--- config.mk ---
export PLATFORM = sky130hd
export DESIGN_NAME = picosoc_busmux
export DESIGN_NICKNAME = d
export VERILOG_FILES = /design/src/rtl/picosoc_bus_pkg.sv /design/src/rtl/picosoc_addr_decode.sv /design/src/rtl/picosoc_busmux.sv
export SDC_FILE = /design/constraint.sdc
export NUM_CORES = 1
export LEC_CHECK = 0
export ABC_CLOCK_PERIOD_IN_PS = 6300
export BUFFER_PORTS_ARGS = -buffer_cell sky130_fd_sc_hd__buf_4
export CORE_MARGIN = 5
export CORE_UTILIZATION = 35
export CTS_CLUSTER_DIAMETER = 100
export CTS_CLUSTER_SIZE = 12
export DETAILED_ROUTE_END_ITERATION = 10
export PLACE_DENSITY_LB_ADDON = 0.1
export SLEW_MARGIN = 20
export SYNTH_ARGS = -nofsm -noshare
export SYNTH_HDL_FRONTEND = slang
export SYNTH_HIERARCHICAL = 1
export SYNTH_SLANG_ARGS = --single-unit
--- constraint.sdc ---
create_clock -name clk -period 6.3 [get_ports clk]
set_input_delay 0.315 -clock clk [delete_from_list [all_inputs] [get_ports clk]]
set_output_delay 0.315 -clock clk [all_outputs]
set_load 0.05 [all_outputs]
--- src/rtl/picosoc_bus_pkg.sv ---
// Shared definitions for the picosoc bus multiplexer: FSM encoding, error causes
// and the default read word returned on an error response.
package picosoc_bus_pkg;

  typedef enum logic [1:0] {
    ST_IDLE = 2'b00,
    ST_REQ  = 2'b01,
    ST_RESP = 2'b10,
    ST_ERR  = 2'b11
  } bus_state_e;

  localparam logic [1:0]  ERR_NONE          = 2'b00;
  localparam logic [1:0]  ERR_UNMAPPED      = 2'b01;
  localparam logic [1:0]  ERR_TIMEOUT       = 2'b10;
  localparam logic [31:0] ERR_RDATA_DEFAULT = 32'hDEAD_BEEF;

  function automatic int width_min1(input int w);
    return (w < 32'sd1) ? 32'sd1 : w;
  endfunction

endpackage

--- src/rtl/picosoc_addr_decode.sv ---
// Combinational priority address decoder: hit flag plus the lowest matching
// slave index.
module picosoc_addr_decode #(
  parameter int                 NSLV     = 4,
  parameter int                 SEL_W    = 2,
  parameter logic [NSLV*32-1:0] SLV_BASE = '0,
  parameter logic [NSLV*32-1:0] SLV_MASK = '0
) (
  input  logic [31:0]      i_addr,
  output logic             o_hit,
  output logic [SEL_W-1:0] o_sel
);

  logic [NSLV-1:0] w_match;

  always_comb begin
    w_match = '0;
    for (int i = 0; i < NSLV; i++) begin
      w_match[i] = ((i_addr & SLV_MASK[32*i +: 32]) == SLV_BASE[32*i +: 32]);
    end
  end

  assign o_hit = |w_match;

  // Scan downwards so the lowest matching index is the last one written.
  always_comb begin
    o_sel = '0;
    for (int i = NSLV - 1; i >= 0; i--) begin
      o_sel = w_match[i] ? SEL_W'(i) : o_sel;
    end
  end

endmodule

--- src/rtl/picosoc_busmux.sv ---
// Routes picosoc master requests to NSLV address-decoded slaves, with a
// per-request timeout and a sticky record of the last bus error.
module picosoc_busmux
  import picosoc_bus_pkg::*;
#(
  parameter int                 NSLV      = 4,
  parameter logic [NSLV*32-1:0] SLV_BASE  = '0,
  parameter logic [NSLV*32-1:0] SLV_MASK  = '0,
  parameter int                 TIMEOUT   = 1024,
  parameter logic [31:0]        ERR_RDATA = ERR_RDATA_DEFAULT
) (
  input  logic               clk,
  input  logic               reset,
  input  logic               mem_valid,
  input  logic [31:0]        mem_addr,
  input  logic [31:0]        mem_wdata,
  input  logic [3:0]         mem_wstrb,
  output logic               mem_ready,
  output logic [31:0]        mem_rdata,
  output logic [NSLV-1:0]    slv_valid,
  output logic [31:0]        slv_addr,
  output logic [31:0]        slv_wdata,
  output logic [3:0]         slv_wstrb,
  input  logic [NSLV-1:0]    slv_ready,
  input  logic [NSLV*32-1:0] slv_rdata,
  output logic               err_valid,
  output logic [1:0]         err_code,
  output logic [31:0]        err_addr,
  input  logic               err_clr,
  output logic               irq_buserr
);

  localparam int SEL_W = width_min1($clog2(NSLV));
  localparam int CNT_W = width_min1($clog2(TIMEOUT + 32'sd1));
  localparam logic [CNT_W-1:0] CNT_LAST =
    CNT_W'((TIMEOUT > 32'sd0) ? (TIMEOUT - 32'sd1) : 32'sd0);

  bus_state_e       r_state, w_state_nxt;
  logic             w_hit;
  logic [SEL_W-1:0] w_dec_sel, w_sel_nxt, r_sel;
  logic [CNT_W-1:0] r_cnt;
  logic             w_ready_sel, w_expire;
  logic             w_err_new;
  logic [1:0]       w_err_cause;
  logic [31:0]      w_err_addr;
  logic [31:0]      w_rdata_arr [NSLV];
  logic             w_mem_ready_nxt;
  logic [31:0]      w_mem_rdata_nxt;
  logic [NSLV-1:0]  w_slv_valid_nxt;

  logic             r_mem_ready;
  logic [31:0]      r_mem_rdata;
  logic [NSLV-1:0]  r_slv_valid;
  logic [31:0]      r_slv_addr, r_slv_wdata;
  logic [3:0]       r_slv_wstrb;
  logic             r_err_valid;
  logic [1:0]       r_err_code;
  logic [31:0]      r_err_addr;
  logic             r_irq;

  picosoc_addr_decode #(
    .NSLV     (NSLV),
    .SEL_W    (SEL_W),
    .SLV_BASE (SLV_BASE),
    .SLV_MASK (SLV_MASK)
  ) u_decode (
    .i_addr (mem_addr),
    .o_hit  (w_hit),
    .o_sel  (w_dec_sel)
  );

  for (genvar g = 0; g < NSLV; g++) begin : g_rdata
    assign w_rdata_arr[g] = slv_rdata[32*g +: 32];
  end

  assign w_ready_sel = slv_ready[r_sel];
  // Expiry fires in the TIMEOUT-th REQ cycle; a ready in that same cycle still wins.
  assign w_expire    = (TIMEOUT > 32'sd0) && (r_cnt >= CNT_LAST);

  always_ff @(posedge clk or posedge reset) begin
    if (reset) begin
      r_state <= ST_IDLE;
    end else begin
      r_state <= w_state_nxt;
    end
  end

  // ERR lasts two cycles: error capture first, then the mem_ready beat.
  always_comb begin
    w_state_nxt = r_state;
    case (r_state)
      ST_IDLE: begin
        if (mem_valid) begin
          w_state_nxt = w_hit ? ST_REQ : ST_ERR;
        end else begin
          w_state_nxt = ST_IDLE;
        end
      end
      ST_REQ: begin
        if (w_ready_sel) begin
          w_state_nxt = ST_RESP;
        end else if (w_expire) begin
          w_state_nxt = ST_ERR;
        end else begin
          w_state_nxt = ST_REQ;
        end
      end
      ST_RESP: w_state_nxt = ST_IDLE;
      ST_ERR:  w_state_nxt = r_mem_ready ? ST_IDLE : ST_ERR;
      default: w_state_nxt = ST_IDLE;
    endcase
  end

  always_comb begin
    w_sel_nxt       = (r_state == ST_IDLE) ? w_dec_sel : r_sel;
    w_slv_valid_nxt = '0;
    for (int i = 0; i < NSLV; i++) begin
      w_slv_valid_nxt[i] = (w_state_nxt == ST_REQ) && (w_sel_nxt == SEL_W'(i));
    end
    w_mem_ready_nxt = (w_state_nxt == ST_RESP) || ((r_state == ST_ERR) && !r_mem_ready);
    if (w_state_nxt == ST_RESP) begin
      w_mem_rdata_nxt = w_rdata_arr[r_sel];
    end else if (w_mem_ready_nxt) begin
      w_mem_rdata_nxt = ERR_RDATA;
    end else begin
      w_mem_rdata_nxt = '0;
    end
    w_err_new   = 1'b0;
    w_err_cause = ERR_NONE;
    w_err_addr  = '0;
    case (r_state)
      ST_IDLE: begin
        if (mem_valid && !w_hit) begin
          w_err_new   = 1'b1;
          w_err_cause = ERR_UNMAPPED;
          w_err_addr  = mem_addr;
        end else begin
          w_err_new   = 1'b0;
        end
      end
      ST_REQ: begin
        if (!w_ready_sel && w_expire) begin
          w_err_new   = 1'b1;
          w_err_cause = ERR_TIMEOUT;
          w_err_addr  = r_slv_addr;
        end else begin
          w_err_new   = 1'b0;
        end
      end
      default: w_err_new = 1'b0;
    endcase
  end

  always_ff @(posedge clk or posedge reset) begin
    if (reset) begin
      r_mem_ready <= 1'b0;
      r_mem_rdata <= '0;
      r_slv_valid <= '0;
      r_slv_addr  <= '0;
      r_slv_wdata <= '0;
      r_slv_wstrb <= '0;
      r_sel       <= '0;
      r_cnt       <= '0;
      r_err_valid <= 1'b0;
      r_err_code  <= ERR_NONE;
      r_err_addr  <= '0;
      r_irq       <= 1'b0;
    end else begin
      r_mem_ready <= w_mem_ready_nxt;
      r_mem_rdata <= w_mem_rdata_nxt;
      r_slv_valid <= w_slv_valid_nxt;
      r_irq       <= w_err_new;
      if ((r_state == ST_IDLE) && mem_valid) begin
        r_slv_addr  <= mem_addr;
        r_slv_wdata <= mem_wdata;
        r_slv_wstrb <= mem_wstrb;
        r_sel       <= w_dec_sel;
      end
      if (r_state == ST_REQ) begin
        if (r_cnt != '1) begin
          r_cnt <= r_cnt + CNT_W'(1);
        end
      end else begin
        r_cnt <= '0;
      end
      // A fresh error takes priority over a simultaneous clear.
      if (w_err_new) begin
        r_err_valid <= 1'b1;
        r_err_code  <= w_err_cause;
        r_err_addr  <= w_err_addr;
      end else if (err_clr) begin
        r_err_valid <= 1'b0;
      end
    end
  end

  assign mem_ready  = r_mem_ready;
  assign mem_rdata  = r_mem_rdata;
  assign slv_valid  = r_slv_valid;
  assign slv_addr   = r_slv_addr;
  assign slv_wdata  = r_slv_wdata;
  assign slv_wstrb  = r_slv_wstrb;
  assign err_valid  = r_err_valid;
  assign err_code   = r_err_code;
  assign err_addr   = r_err_addr;
  assign irq_buserr = r_irq;

endmodule

### Word-level counts from Yosys, hierarchy flattened

Cells that the tools add are included.

* input bits: 204
* logic and storage cells: 46
* output and inout bits: 141
* register bits after elaboration: 151

* reduce and logical (&&, ||, !) cells: 8
* add/sub/neg operators: 1
* $lt $le $gt $ge: 1
* muxes and demuxes: 17
* equal/unequal tests: 7

Operators with widths (number)
* $mux 32: 4
* $mux 11: 2
* $add 11x1->11 const B: 1
* $ge 11x10->1 const B: 1
* $ne 11x11->1 const B: 1
* $mux 2: 5
* $pmux 2 s4: 1
* $eq 2x2->1 const B: 3
* $mux 1: 5
* $eq 2x1->1 const B: 2
* $logic_and 1x1->1: 3
* $logic_not 1->1: 2
* $logic_not 2->1: 1
* $ne 2x1->1 const B: 1
* $reduce_bool 2->1: 1
* $logic_or 1x1->1: 1

### Longest topological paths before layout

Gate-level depths: netlist of the first run.

* depth after elaboration: 8
* gate-level depth with buffers: 7

### Cells and area by module

Netlist of the first run, hierarchy kept.

Modules (own cells, without submodules)
* picosoc_busmux: cells each 513, seq. area each 3903.7 um^2, times used 1, area each 7039.3 um^2
* picosoc_addr_decode: cells each 5, seq. area each 0.0 um^2, times used 1, area each 30.0 um^2

### Worst setup path after synthesis of the first run

Ideal clock, no wire load.

* path kind: register to register
* start point: reg r_cnt[0]
* end point: reg r_err_addr[0], in the netlist err_addr[0]
* arrival time: 1.744 ns
* library setup time: 0.126 ns
* clock period less this slack: 1.870 ns
* slack: 4.430 ns
* required time: 6.174 ns
* stages on the path, launching flop included: 8
* cell sequence: dfrtp_1 > ha_1 > a21o_1 > a31o_1 > and2_4 > buf_6 > buf_8 > a221o_1

* longest elaborated chain between the ends: 4

Ends and longest elaborated chain
* from (decl): line picosoc_busmux.sv:41 `logic [CNT_W-1:0] r_cnt;`
* from (signal assigned): line picosoc_busmux.sv:181 `r_cnt <= r_cnt + CNT_W'(1);`
* $ge 11x10->1 (*): line picosoc_busmux.sv:78 `assign w_expire = (TIMEOUT > 32'sd0) && (r_cnt >= CNT_LAST);`
* $logic_and 1x1->1 (*): line picosoc_busmux.sv:142 `if (!w_ready_sel && w_expire) begin`
* $mux 32 or $mux 1 (tied branches): line picosoc_busmux.sv:142
* $mux 32 or $mux 1 (tied branches)
* to (signal assigned): line picosoc_busmux.sv:190 `r_err_addr <= w_err_addr;`
* to (decl): line picosoc_busmux.sv:58 `logic [31:0] r_err_addr;`

Mark *: on every way between the ends. The rest lies on a longest branch, timed or not.
A chain may end at the register's enable or synchronous reset.

==> results of run 1 <==
-- logic make-up (layout without fill, tap and decap cells) --
group | after synthesis | in the layout
XOR/XNOR | 2 | 2
adder cells (fa/ha/maj) | 1 | 1
buffers and inverters | 51 | 389
AND/OR/NAND/NOR | 139 | 139
other | 2 | 4
flip-flops | 156 | 156
multiplexers | 104 | 104
AO/OA/AOI/OAI | 63 | 63
-- cell usage after synthesis (all sizes together), types with 2 or more instances --
library cell and instances:
a221o 32, nand3 27, nand2b 2, a21oi 4, nand4 2, a21o 4, and4 3, a211oi 2
and2 35, nor3b 3, o21ai 7, or3b 2, nand3b 2, inv 9, mux4 33, buf 26
xnor2 2, a311oi 2, nor2 9, nor3 7, dfrtp 156, mux2 70, nand2 34, a31oi 7
clkbuf 16, conb 2, and3 10
-- worst max-delay path by stage --
stage	from	to	slack, ns
2_1_floorplan	reset	err_addr[0]	1.78
3_3_place_gp	r_state[0]	slv_wdata[15]	3.59
3_5_place_dp	r_sel[0]	slv_valid[1]	3.64
4_1_cts	r_sel[0]	slv_valid[1]	3.63
5_1_grt	r_sel[0]	slv_valid[1]	3.44
6_report	r_sel[0]	slv_valid[1]	3.67
-- sequential cells by signal (all words and copies together), names as in the netlist, 4 cells and up --
name / flops
slv_valid: 4
mem_rdata: 32
slv_wstrb: 4
slv_addr: 32
r_cnt: 11
err_addr: 32
slv_wdata: 32
-- report_power, final --
part	leakage (nW)	total (mW)	internal [mW]	switching (mW)
sequential	1.94	1.72	1.45	0.277
clock	0.286	0.996	0.601	0.396
combinational	2.84	3.50	1.21	2.29
-- layer usage --
metal | vias to the layer above | global-route usage, %
met5 | - | 0
met4 | 0 | 7.62
met3 | 30 | 7.08
met2 | 284 | 33.1
met1 | 2783 | 20.6
li1 | 2573 | -
-- critical path, cell delays in order, from the launching register on --
cell and delay, ns:
dfrtp_2 0.34, buf_4 0.53, mux4_2 0.88, a311oi_2 0.35, o211ai_2 0.15, nor3_1 0.26
-- final cells by class --
type | count | share of cell area, %
Multi-Input combinational cell | 312 | 28.0
Tap cell | 270 | 3.25
Antenna cell | 1 | 0.0241
Clock inverter | 11 | 1.14
Sequential cell | 156 | 37.6
Timing Repair Buffer | 349 | 25.2
Inverter | 9 | 0.373
Clock buffer | 20 | 4.39
-- through the flow --
step	std cells	hold WS [ns]	instance area (um2)	setup slack, ns	utilization, %
after floorplan	519	0.423	7070	1.78	-
after global placement	1095	0.468	9800	3.59	48.9
after detailed placement	1096	0.480	9810	3.64	49.0
after CTS	1127	0.0803	10400	3.63	51.8
after global routing	1128	0.0714	10400	3.44	51.9
final	1128	0.0538	10400	3.67	51.9
==> implementation parameters, run 1 <==
Parameter                              Value

Status
  Run status ... complete, no violations

Synthesis
  Post-synthesis compound-gate area fraction ... roughly 7.8%
  Xor and xnor fraction of the mapped netlist area ... less than 1%
  Avg Inst Size Synth ... roughly 14 um2
  Yosys synthesis warning count ... 6
  Number of different library cells in the post-synthesis netlist ... 50
  Arithmetic-cell share of the synthesized area counting full adders, half adders and majority gates ... 0.177%
  Area share of the largest cell type after synthesis ... 55.2%
  Post-synthesis cell count ... about 520
  Proportion of synthesized area in mux cells ... about 22%
  Combinational family with the most area after synthesis ... multiplexers
  Proportion of synthesized chip area in sequential cells ... ~55%
  Number of register bits inferred by synthesis ... 156
  Area fraction in and, or, nand and nor cells after synthesis ... a little over a tenth
  Share of flip-flops with an asynchronous set or reset ... 100%
  Top cells by area, synth ... dfrtp_1, mux2_2, mux4_2
  Netlist Area Pre-Place ... slightly above 7000 um2
  Cell type with the largest total area after synthesis ... dfrtp_1
  Top FF cell, synth ... dfrtp_1
  Number of enable flip-flop cells after synthesis ... 0

STA
  Min Tclk post-route ... ~2.6 ns
  Fmax ... roughly 380 MHz
  Period Utilization, post-route ... a little over two fifths
  Slew headroom ... between 30% and 40%
  Setup_tns ... 0 ns
  Transition time at the pin with the least slew margin ... 1.02 ns
  Final setup violation count ... 0
  Unrepaired setup endpoints after global routing ... no
  Worst Clk Skew ... ~0.0065 ns
  Final Max Slew Viols ... 0
  Final Hold Vio Count ... 0

Worst setup path
  CP Data Arrival Time ... about 3.0 ns
  Worst endpoint required time ... 6.62 ns
  Endpoint of the lowest-slack register-to-register path ... slv_valid[1]
  Reg2reg start ... r_sel[0]
  CP endpoint kind ... register
  R2R Setup Slk ... between 3 and 4 ns
  R2r worst-path depth ... 5
  Critical path launch point type ... register
  Path type of the worst setup path ... reg2reg
  Crit path max fanout ... 40

Floorplan
  Die height ... about 150 um
  Die Footprint ... 23100 um2
  Top-Level Pins ... approximately 350
  Core Region ... 20000 um2
  Cell row count ... 52
  Initial Util ... between 30% and 40%
  Die width ... roughly 150 um

Layout
  Layout cell share with drive strength beyond 1 ... just under 60%
  Area occupied by multi-input gates ... between 2000 and 3000 um2
  Register area ... roughly 3900 um2
  Commonest non-fill, non-tap cell in the layout ... buf_4
  Filler Cell Count ... roughly 1.8k
  Post-layout nets ... between 1k and 1.5k
  Layout-stage area growth over the synthesis result ... 47.0%
  Most frequent cells in the layout ... buf_4, dfrtp_1, mux2_2, and2_1, nand2_1

Detailed routing
  Wire length reported by the detailed router ... around 22000 um
  Via/cell ratio ... a little over 5
  Post-detailed-route count of antenna-violating nets ... 0
  Vias ... roughly 5.7k
  Total length of routed met2 wires ... ~11000 um
  Wire length on met1 ... around 8100 um
  DRC violation total after the first TritonRoute iteration ... approximately 200
  Average wire per standard cell ... around 20 um
  Wire length on met3 ... a little under 2000 um
  Post-route DRC violation count ... 0
  Detailed-router iteration count before antenna repair ... 5
  DR top layer ... met4

GRT
  Number of global-route vias before repair ... 6101
  Congestion Overflow GR ... 0
  GRT Util Overall ... 18.9%
  Maximum number of pins on one net before global-route repair ... 93
  Initial antenna violation count ... 1
  First-pass GRT wire length ... ~34000 um

CTS
  Clock tree from TritonCTS ... yes
  Cell at the root of the clock tree ... clkbuf_16
  Buffer count from post-CTS setup fixing ... 0
  Maximum number of buffers from clock root to sink ... 2
  Total clock buffers created by CTS ... 17
  CTS resizes ... 0
  Clock Sinks ... 156
  Number of levels in the clock H-tree ... 4
  Cts hold-fix bufs ... 0
  Worst-skew pair later-pin latency ... approximately 0.42 ns
  Clock-pin slew on the worst setup and hold paths ... 0.06 ns

Placement
  Buffers on Ports ... between 300 and 400
  Routability-driven placement congestion ratio ... 0.871
  DPL Wire Length ... approximately 17000 um

Power and ir drop
  Worst supply voltage drop on vdd ... 0.173 mV
  Pwr per Cell Area ... 598 nW/um2
  Leakage power of the design ... just over 5 nW
  Total design power ... approximately 6.2 mW

Min path
  Classification of the worst-slack hold path ... in2async

Job
  Max capacitance violation total ... 0
No activity file was read; power rests on OpenSTA's default activity.
==> run 2: changes to the inputs <==
Settings changed: ABC_AREA set to 1, ABC_CLOCK_PERIOD_IN_PS 6300 to 2600.
Clock period 6.3 ns to 2.6 ns, I/O delays scaled along.
==> run 2 against run 1 <==
The flow now finishes with violations (max-slew violations). Synthesized cell count is 45% higher. Critical path type unchanged. Global-route usage is 1.2 points higher. Sequential power is 140% higher. Sequential share of layout area is 3.9 points lower. Clock skew is 0.0019 ns higher. Cell area is 12% higher. Critical path depth is 3 higher. Final cell count is 27% higher.
==> implementation parameters, run 2 <==
Parameter                              Value

Layout
  Commonest non-fill, non-tap cell in the layout ... buf_4
  Layout cell share with drive strength beyond 1 ... 43.6% (-15 points)
  Post-route insts no fill ... 1438 (+27%)
  Most frequent cells in the layout ... buf_4, dfrtp_1, nor2_1, nand2_1
  Antenna Cells ... 0 (-1)
  Filler Cell Count ... 1904 (+7.9%)
  Post-layout nets ... 1355 (+29%)
  Layout-stage area growth over the synthesis result ... 57.4%
  Post-route standard cell area excluding fillers ... 11600 um2 (+12%)

STA
  Final Hold Vio Count ... 0 (unchanged)
  Slew headroom ... -10.4% (-42 points)
  Fmax ... 424 MHz (+12%)
  Setup_tns ... 0 ns (unchanged)
  Unrepaired setup endpoints after global routing ... no
  Final Max Slew Viols ... 35 (+35)
  Period Utilization, post-route ... 90.6% (+49 points)
  Min Tclk post-route ... 2.36 ns (-0.274 ns)
  Worst Hold Margin ... 0.0203 ns (-0.0335 ns)
  Final setup violation count ... 0 (unchanged)
  Transition time at the pin with the least slew margin ... 1.65 ns (+0.638 ns)
  Worst Clk Skew ... 0.00837 ns (+0.00190 ns)

Job
  Max capacitance violation total ... 0 (unchanged)

Synthesis
  Top FF cell, synth ... dfrtp_1
  Dominant cell by count in the synthesized netlist ... dfrtp_1
  Cell type with the largest total area after synthesis ... dfrtp_1
  Area share of the largest cell type after synthesis ... 52.9% (-2.3 points)
  Avg Inst Size Synth ... 9.84 um2 (-28%)
  Number of enable flip-flop cells after synthesis ... 0 (unchanged)
  Post-synthesis cell count ... 750 (+45%)
  Number of register bits inferred by synthesis ... 156 (unchanged)
  Top cells by area, synth ... dfrtp_1, mux2_2, nand3_1
  Number of different library cells in the post-synthesis netlist ... 33 (-34%)
  Yosys synthesis warning count ... 6 (unchanged)
  Proportion of synthesized chip area in sequential cells ... 52.9% (-2.3 points)
  Share of flip-flops with an asynchronous set or reset ... 100% (unchanged)
  Netlist Area Pre-Place ... 7380 um2 (+4.4%)
  Commonest cells in the netlist ... dfrtp_1, nor2_1, nand2_1

GRT
  Number of global-route vias before repair ... 6943 (+14%)
  Initial antenna violation count ... 0 (-1)
  First-pass GRT wire length ... 38100 um (+11%)
  Maximum number of pins on one net before global-route repair ... 79 (-15%)
  GRT Util Overall ... 20.0% (+1.2 points)
  Congestion Overflow GR ... 0 (unchanged)

CTS
  Number of levels in the clock H-tree ... 4 (unchanged)
  CTS resizes ... 0 (unchanged)
  Clock-pin slew on the worst setup and hold paths ... 0.06 ns (about the same)
  Cts hold-fix bufs ... 79 (+79)
  Buffer count from post-CTS setup fixing ... 0 (unchanged)
  Clock Sinks ... 156 (unchanged)
  Maximum number of buffers from clock root to sink ... 2 (unchanged)
  Clock tree from TritonCTS ... yes
  Cell at the root of the clock tree ... clkbuf_16
  Worst-skew pair later-pin latency ... 0.42 ns (about the same)
  Total clock buffers created by CTS ... 17 (unchanged)

Detailed routing
  Post-detailed-route count of antenna-violating nets ... 0 (unchanged)
  Detailed-router iteration count before antenna repair ... 4 (-1)
  Post-route DRC violation count ... 0 (unchanged)
  Average wire per standard cell ... 17.3 um (-11%)
  DRC violation total after the first TritonRoute iteration ... 248 (+22%)
  Vias ... 6986 (+23%)
  Via/cell ratio ... 4.86 (-3.4%)
  Wire length reported by the detailed router ... 24900 um (+13%)

Power and ir drop
  Cell Int Power ... 8.23 mW (+150%)
  NetSw ... 8.10 mW (+170%)
  Power share of the sequential group ... 25.5% (-2.2 points)
  Proportion of power drawn by combinational gates ... 57.3% (+1.0 points)
  Proportion of power drawn by the clock network ... 17.2% (+1.2 points)
  Pwr per Cell Area ... 1410 nW/um2 (+130%)
  Worst supply voltage drop on vdd ... 0.492 mV (+180%)
  Leakage power of the design ... 5.72 nW (+13%)
  Switching share of power ... 49.6% (+2.0 points)

Status
  Run status ... finished with violations
  Violations in the final reports ... max-slew violations

Floorplan
  Cell row count ... 53 (+1.9%)
  Core Region ... 20900 um2 (+4.2%)
  Die width ... 155 um (+2.0%)
  Die Footprint ... 24100 um2 (+4.1%)
  Die height ... 155 um (+2.0%)
  Top-Level Pins ... 345 (unchanged)
  Initial Util ... 35.3% (+0.045 points)

Placement
  DPL Wire Length ... 17600 um (+3.5%)
  Buffers on Ports ... 344 (unchanged)
  Placed cell areas ... 10200 um2 (+3.5%)
  Routability-driven placement congestion ratio ... 0.765 (-12%)
  Total placed cells including tap cells ... 1327 (+21%)

Worst setup path
  CP endpoint kind ... register
  Crit path max fanout ... 26 (-35%)
  Worst endpoint required time ... 2.90 ns (-3.72 ns)
  Critical path launch point type ... register
  Path type of the worst setup path ... reg2reg
  CP Data Arrival Time ... 2.66 ns (-0.29 ns)

Min path
  Classification of the worst-slack hold path ... in2reg
==> run 2: cell types whose count changed in the layout (fill, tap and decap cells not counted), sizes merged, moves of 33 or more <==
cell / before / now
mux4: 33 / 0
nor2: 9 / 97
and2: 35 / 0
o21ai: 7 / 73
nand2: 34 / 93
dlygate4sd3: 0 / 79
nand3: 27 / 108
==> run 2: logic make-up (layout without fill, tap and decap cells) <==
logic type                 count (synthesis)  after routing  synth area share [%]
adders and majority gates                  1              1                 0.170
DFF                                      156            156                  52.9
other                                      2              3                 0.102
muxes                                     68             68                  10.4
AOI/OAI and AO/OA                        116            116                  8.46
and+or+nand+nor                          329            329                  22.7
buffers and inverters                     78            490                  5.29
==> run 2: through the flow <==
stage               util, %  setup slack [ns]  power [mW]
detailed placement     48.6             0.687        13.5
CTS                    55.6             0.229        16.4
global route           55.6            0.0315        17.2
finish                 55.6             0.244        16.3
global placement       48.6             0.715        13.4
floorplan                 -             0.497        10.6
==> run 2: critical path, cell delays in order, from the launching register on <==
cell,delay [ns]
dfrtp_1,0.39
ha_1,0.23
nand2_1,0.15
nor2_4,0.08
nand2_2,0.12
nand4_4,0.38
nand3_4,0.27
a21oi_1,0.06
dlygate4sd3_1,0.56
==> run 2: path summary, 6_finish.rpt <==
kind,startpoint,to,slack (ns),cells past startpoint
max,r_cnt[0],mem_rdata[29],0.24,8
min,slv_rdata[100],mem_rdata[4],0.02,3
max reg2reg,r_cnt[0],mem_rdata[29],0.24,8
min reg2reg,err_code[0],err_code[0],0.48,2
max in group asynchronous,reset,slv_addr[3],1.40,4
min in group asynchronous,reset,mem_rdata[6],0.37,3
==> run 2: layout make-up <==
type / instances / area [um2] / share of cell area, %
clock buffer: 20 / 457 / 3.93
clock inverter: 12 / 209 / 1.80
inverter: 21 / 85.1 / 0.733
multi-input combinational: 517 / 3100 / 26.7
sequential: 156 / 3910 / 33.6
tap: 275 / 344 / 2.96
timing repair buffer: 437 / 3520 / 30.3
==> run 2: routing by layer <==
layer | part of all wire [%] | global-route usage (%)
met2 | 49 | 33.3
met5 | 0 | 0
met3 | 8.4 | 5.87
met1 | 41 | 24.7
met4 | 2.2 | 7.59
==> run 2: power by group through the flow <==
stage | Sequential, mW | Clock, mW | Combinational [mW]
2_1_floorplan | 7.84 | 0 | 2.73
3_3_place_gp | 4.18 | 0 | 9.23
3_5_place_dp | 4.21 | 0 | 9.29
4_1_cts | 4.18 | 2.85 | 9.41
5_1_grt | 4.31 | 2.96 | 9.88
6_report | 4.17 | 2.81 | 9.35
==> run 3: changes to the inputs <==
Settings changed: ABC_AREA 1 to 0.
==> run 3 against run 2 <==
The run now ends clean. Global-route usage decreased by 0.45 points. First-iteration DRC count rose by 4.0%. Combinational power fell by 8.1%. Critical path depth shrank 3. Count of clock-buffer cells in the layout down 2. Final cell count is 16% lower. Routed wire length shrank 7.7%. Die area decreased by 3.9%. Power decreased by 7.4%. Worst setup slack improved by 0.42 ns. Critical endpoint is now r_cnt[7]. Flip-flop and latch count stayed put.
==> implementation parameters, run 3 (synthesized netlist as in run 1, its figures left out) <==
Parameter                              Value

Detailed routing
  Wire length reported by the detailed router ... 23000 um (-7.7%)
  Post-detailed-route count of antenna-violating nets ... 0 (unchanged)
  Via/cell ratio ... 4.95 (+2.0%)
  Post-route DRC violation count ... 0 (unchanged)
  Average wire per standard cell ... 19.1 um (+10%)
  Vias ... 5960 (-15%)
  DRC violation total after the first TritonRoute iteration ... 258 (+4.0%)
  Detailed-router iteration count before antenna repair ... 6 (+2)

Layout
  Layout-stage area growth over the synthesis result ... 57.5% (about the same)
  Layout cell share with drive strength beyond 1 ... 54.1% (+11 points)
  Most frequent cells in the layout ... buf_4, dfrtp_1, mux2_2, dlygate4sd3_1
  Commonest non-fill, non-tap cell in the layout ... buf_4
  Post-layout nets ... 1124 (-17%)

CTS
  Total clock buffers created by CTS ... 17 (unchanged)
  Clock tree from TritonCTS ... yes
  Worst-skew pair later-pin latency ... 0.42 ns (about the same)
  Maximum number of buffers from clock root to sink ... 2 (unchanged)
  Cts hold-fix bufs ... 70 (-11%)
  Clock Sinks ... 156 (unchanged)
  CTS resizes ... 0 (unchanged)
  Clock-pin slew on the worst setup and hold paths ... 0.06 ns (about the same)
  Cell at the root of the clock tree ... clkbuf_16
  Number of levels in the clock H-tree ... 4 (unchanged)
  Buffer count from post-CTS setup fixing ... 0 (unchanged)

STA
  Worst Hold Margin ... 0.159 ns (+0.139 ns)
  Period Utilization, post-route ... 74.5% (-16 points)
  Final setup violation count ... 0 (unchanged)
  Slew headroom ... 52.1% (+62 points)
  Fmax ... 517 MHz (+22%)
  Transition time at the pin with the least slew margin ... 0.714 ns (-0.940 ns)
  Min Tclk post-route ... 1.94 ns (-0.420 ns)
  Post-route worst setup slack ... 0.664 ns (+0.420 ns)
  Worst Clk Skew ... 0.00738 ns (-0.000998 ns)
  Final Max Slew Viols ... 0 (-100%)
  Setup_tns ... 0 ns (unchanged)
  Final Hold Vio Count ... 0 (unchanged)
  Unrepaired setup endpoints after global routing ... no

Min path
  Hold Path Depth ... 4 (+1)
  Worst hold endpoint ... mem_rdata[19]
  Classification of the worst-slack hold path ... in2reg
  HP Start ... slv_rdata[19]

Floorplan
  Initial Util ... 35.3% (-0.045 points)
  Core Region ... 20000 um2 (-4.1%)
  Die height ... 152 um (-2.0%)
  Die width ... 152 um (-2.0%)
  Cell row count ... 52 (-1.9%)
  Top-Level Pins ... 345 (unchanged)
  Die Footprint ... 23100 um2 (-3.9%)

Power and ir drop
  Total design power ... 15.1 mW (-7.4%)
  Worst supply voltage drop on vdd ... 0.442 mV (-10%)
  Leakage power of the design ... 5.36 nW (-6.3%)
  Pwr per Cell Area ... 1360 nW/um2 (-3.4%)

Worst setup path
  R2R Setup Slk ... 0.66 ns (+0.42 ns)
  Reg2reg start ... r_cnt[0]
  CP Data Arrival Time ... 2.22 ns (-0.44 ns)
  Number of logic stages on the critical path including buffering ... 5 (-3)
  Cell with the largest stage delay on the worst path ... a311oi_1
  Max incr delay on CP ... 0.63 ns (+0.07 ns)
  Endpoint of the lowest-slack register-to-register path ... r_cnt[7]
  Worst endpoint required time ... 2.88 ns (-0.02 ns)
  Crit path max fanout ... 6 (-77%)
  Critical path buffer and inverter count ... 0 (-1)
  Launch point of the worst path ... r_cnt[0]
  CP endpoint kind ... register
  Cells along the critical path ... ha_1 -> and4b_1 -> a311oi_1 -> a21o_2 -> a21oi_1
  Kind of cell adding the most delay to the critical path ... compound AO/OA/AOI/OAI gates
  Path type of the worst setup path ... reg2reg
  Critical path launch point type ... register
  R2r worst-path depth ... 5 (-3)

GRT
  Maximum number of pins on one net before global-route repair ... 89 (+13%)
  Number of global-route vias before repair ... 6446 (-7.2%)
  GRT Util Overall ... 19.6% (-0.45 points)
  Congestion Overflow GR ... 0 (unchanged)
  Initial antenna violation count ... 2 (+2)
  First-pass GRT wire length ... 36100 um (-5.1%)

Placement
  Dpl ws ... 0.679 ns (-0.00782 ns)
  Routability-driven placement congestion ratio ... 0.897 (+17%)
  DPL Wire Length ... 17000 um (-3.7%)
  Buffers on Ports ... 344 (unchanged)

Status
  Run status ... complete, no violations

Job
  Max capacitance violation total ... 0 (unchanged)
[run 3: changes by cell type in the layout (fill, tap and decap cells not counted), moves of 27 or more]
cell and delta:
mux4_2 +33, o21ai_0 -66, and2_1 +34, a221o_1 +28, nand3_2 -27, nor2_1 -83
nand2_1 -54, nand3_1 -52
[run 3: where the power goes]
part / total, mW / switching [mW] / internal [mW]
Combinational: 8.59 / 5.56 / 3.03
Clock: 2.34 / 1.00 / 1.34
Sequential: 4.19 / 0.685 / 3.51
Total: 15.1 / 7.25 / 7.87
[run 3: worst min-delay path, stage by stage]
cell	delay, ns
buf_4	0.07
mux4_2	0.21
nand3_1	0.07
nand2_1	0.06
[run 3: through the flow]
step	cell area (um2)	instances	util, %
global route	11100	1203	55.5
finish	11100	1203	55.5
floorplan	7080	519	-
global placement	9870	1100	49.2
detailed placement	9870	1100	49.2
CTS	11100	1201	55.5
[run 3: cell type report]
type	count	area [um2]
Inverter	9	37.5
Antenna cell	2	5.00
Tap cell	270	338
Sequential cell	156	3910
Fill cell	1693	8910
Clock buffer	18	439
Timing Repair Buffer	423	3390
Clock inverter	13	119
Multi-Input combinational cell	312	2900
[run 3: worst max path at each step]
stage | to
after floorplan | err_addr[0]
after detailed placement | err_addr[13]
after global routing | r_cnt[7]
final | r_cnt[7]
after CTS | err_addr[10]
after global placement | err_addr[10]
[run 3: per-layer routing]
| layer | track usage, % | share of wire, % |
|---|---|---|
| met5 | 0 | 0 |
| met2 | 32.9 | 51 |
| met4 | 8.95 | 3.2 |
| met3 | 6.74 | 8.3 |
| met1 | 22.6 | 37 |
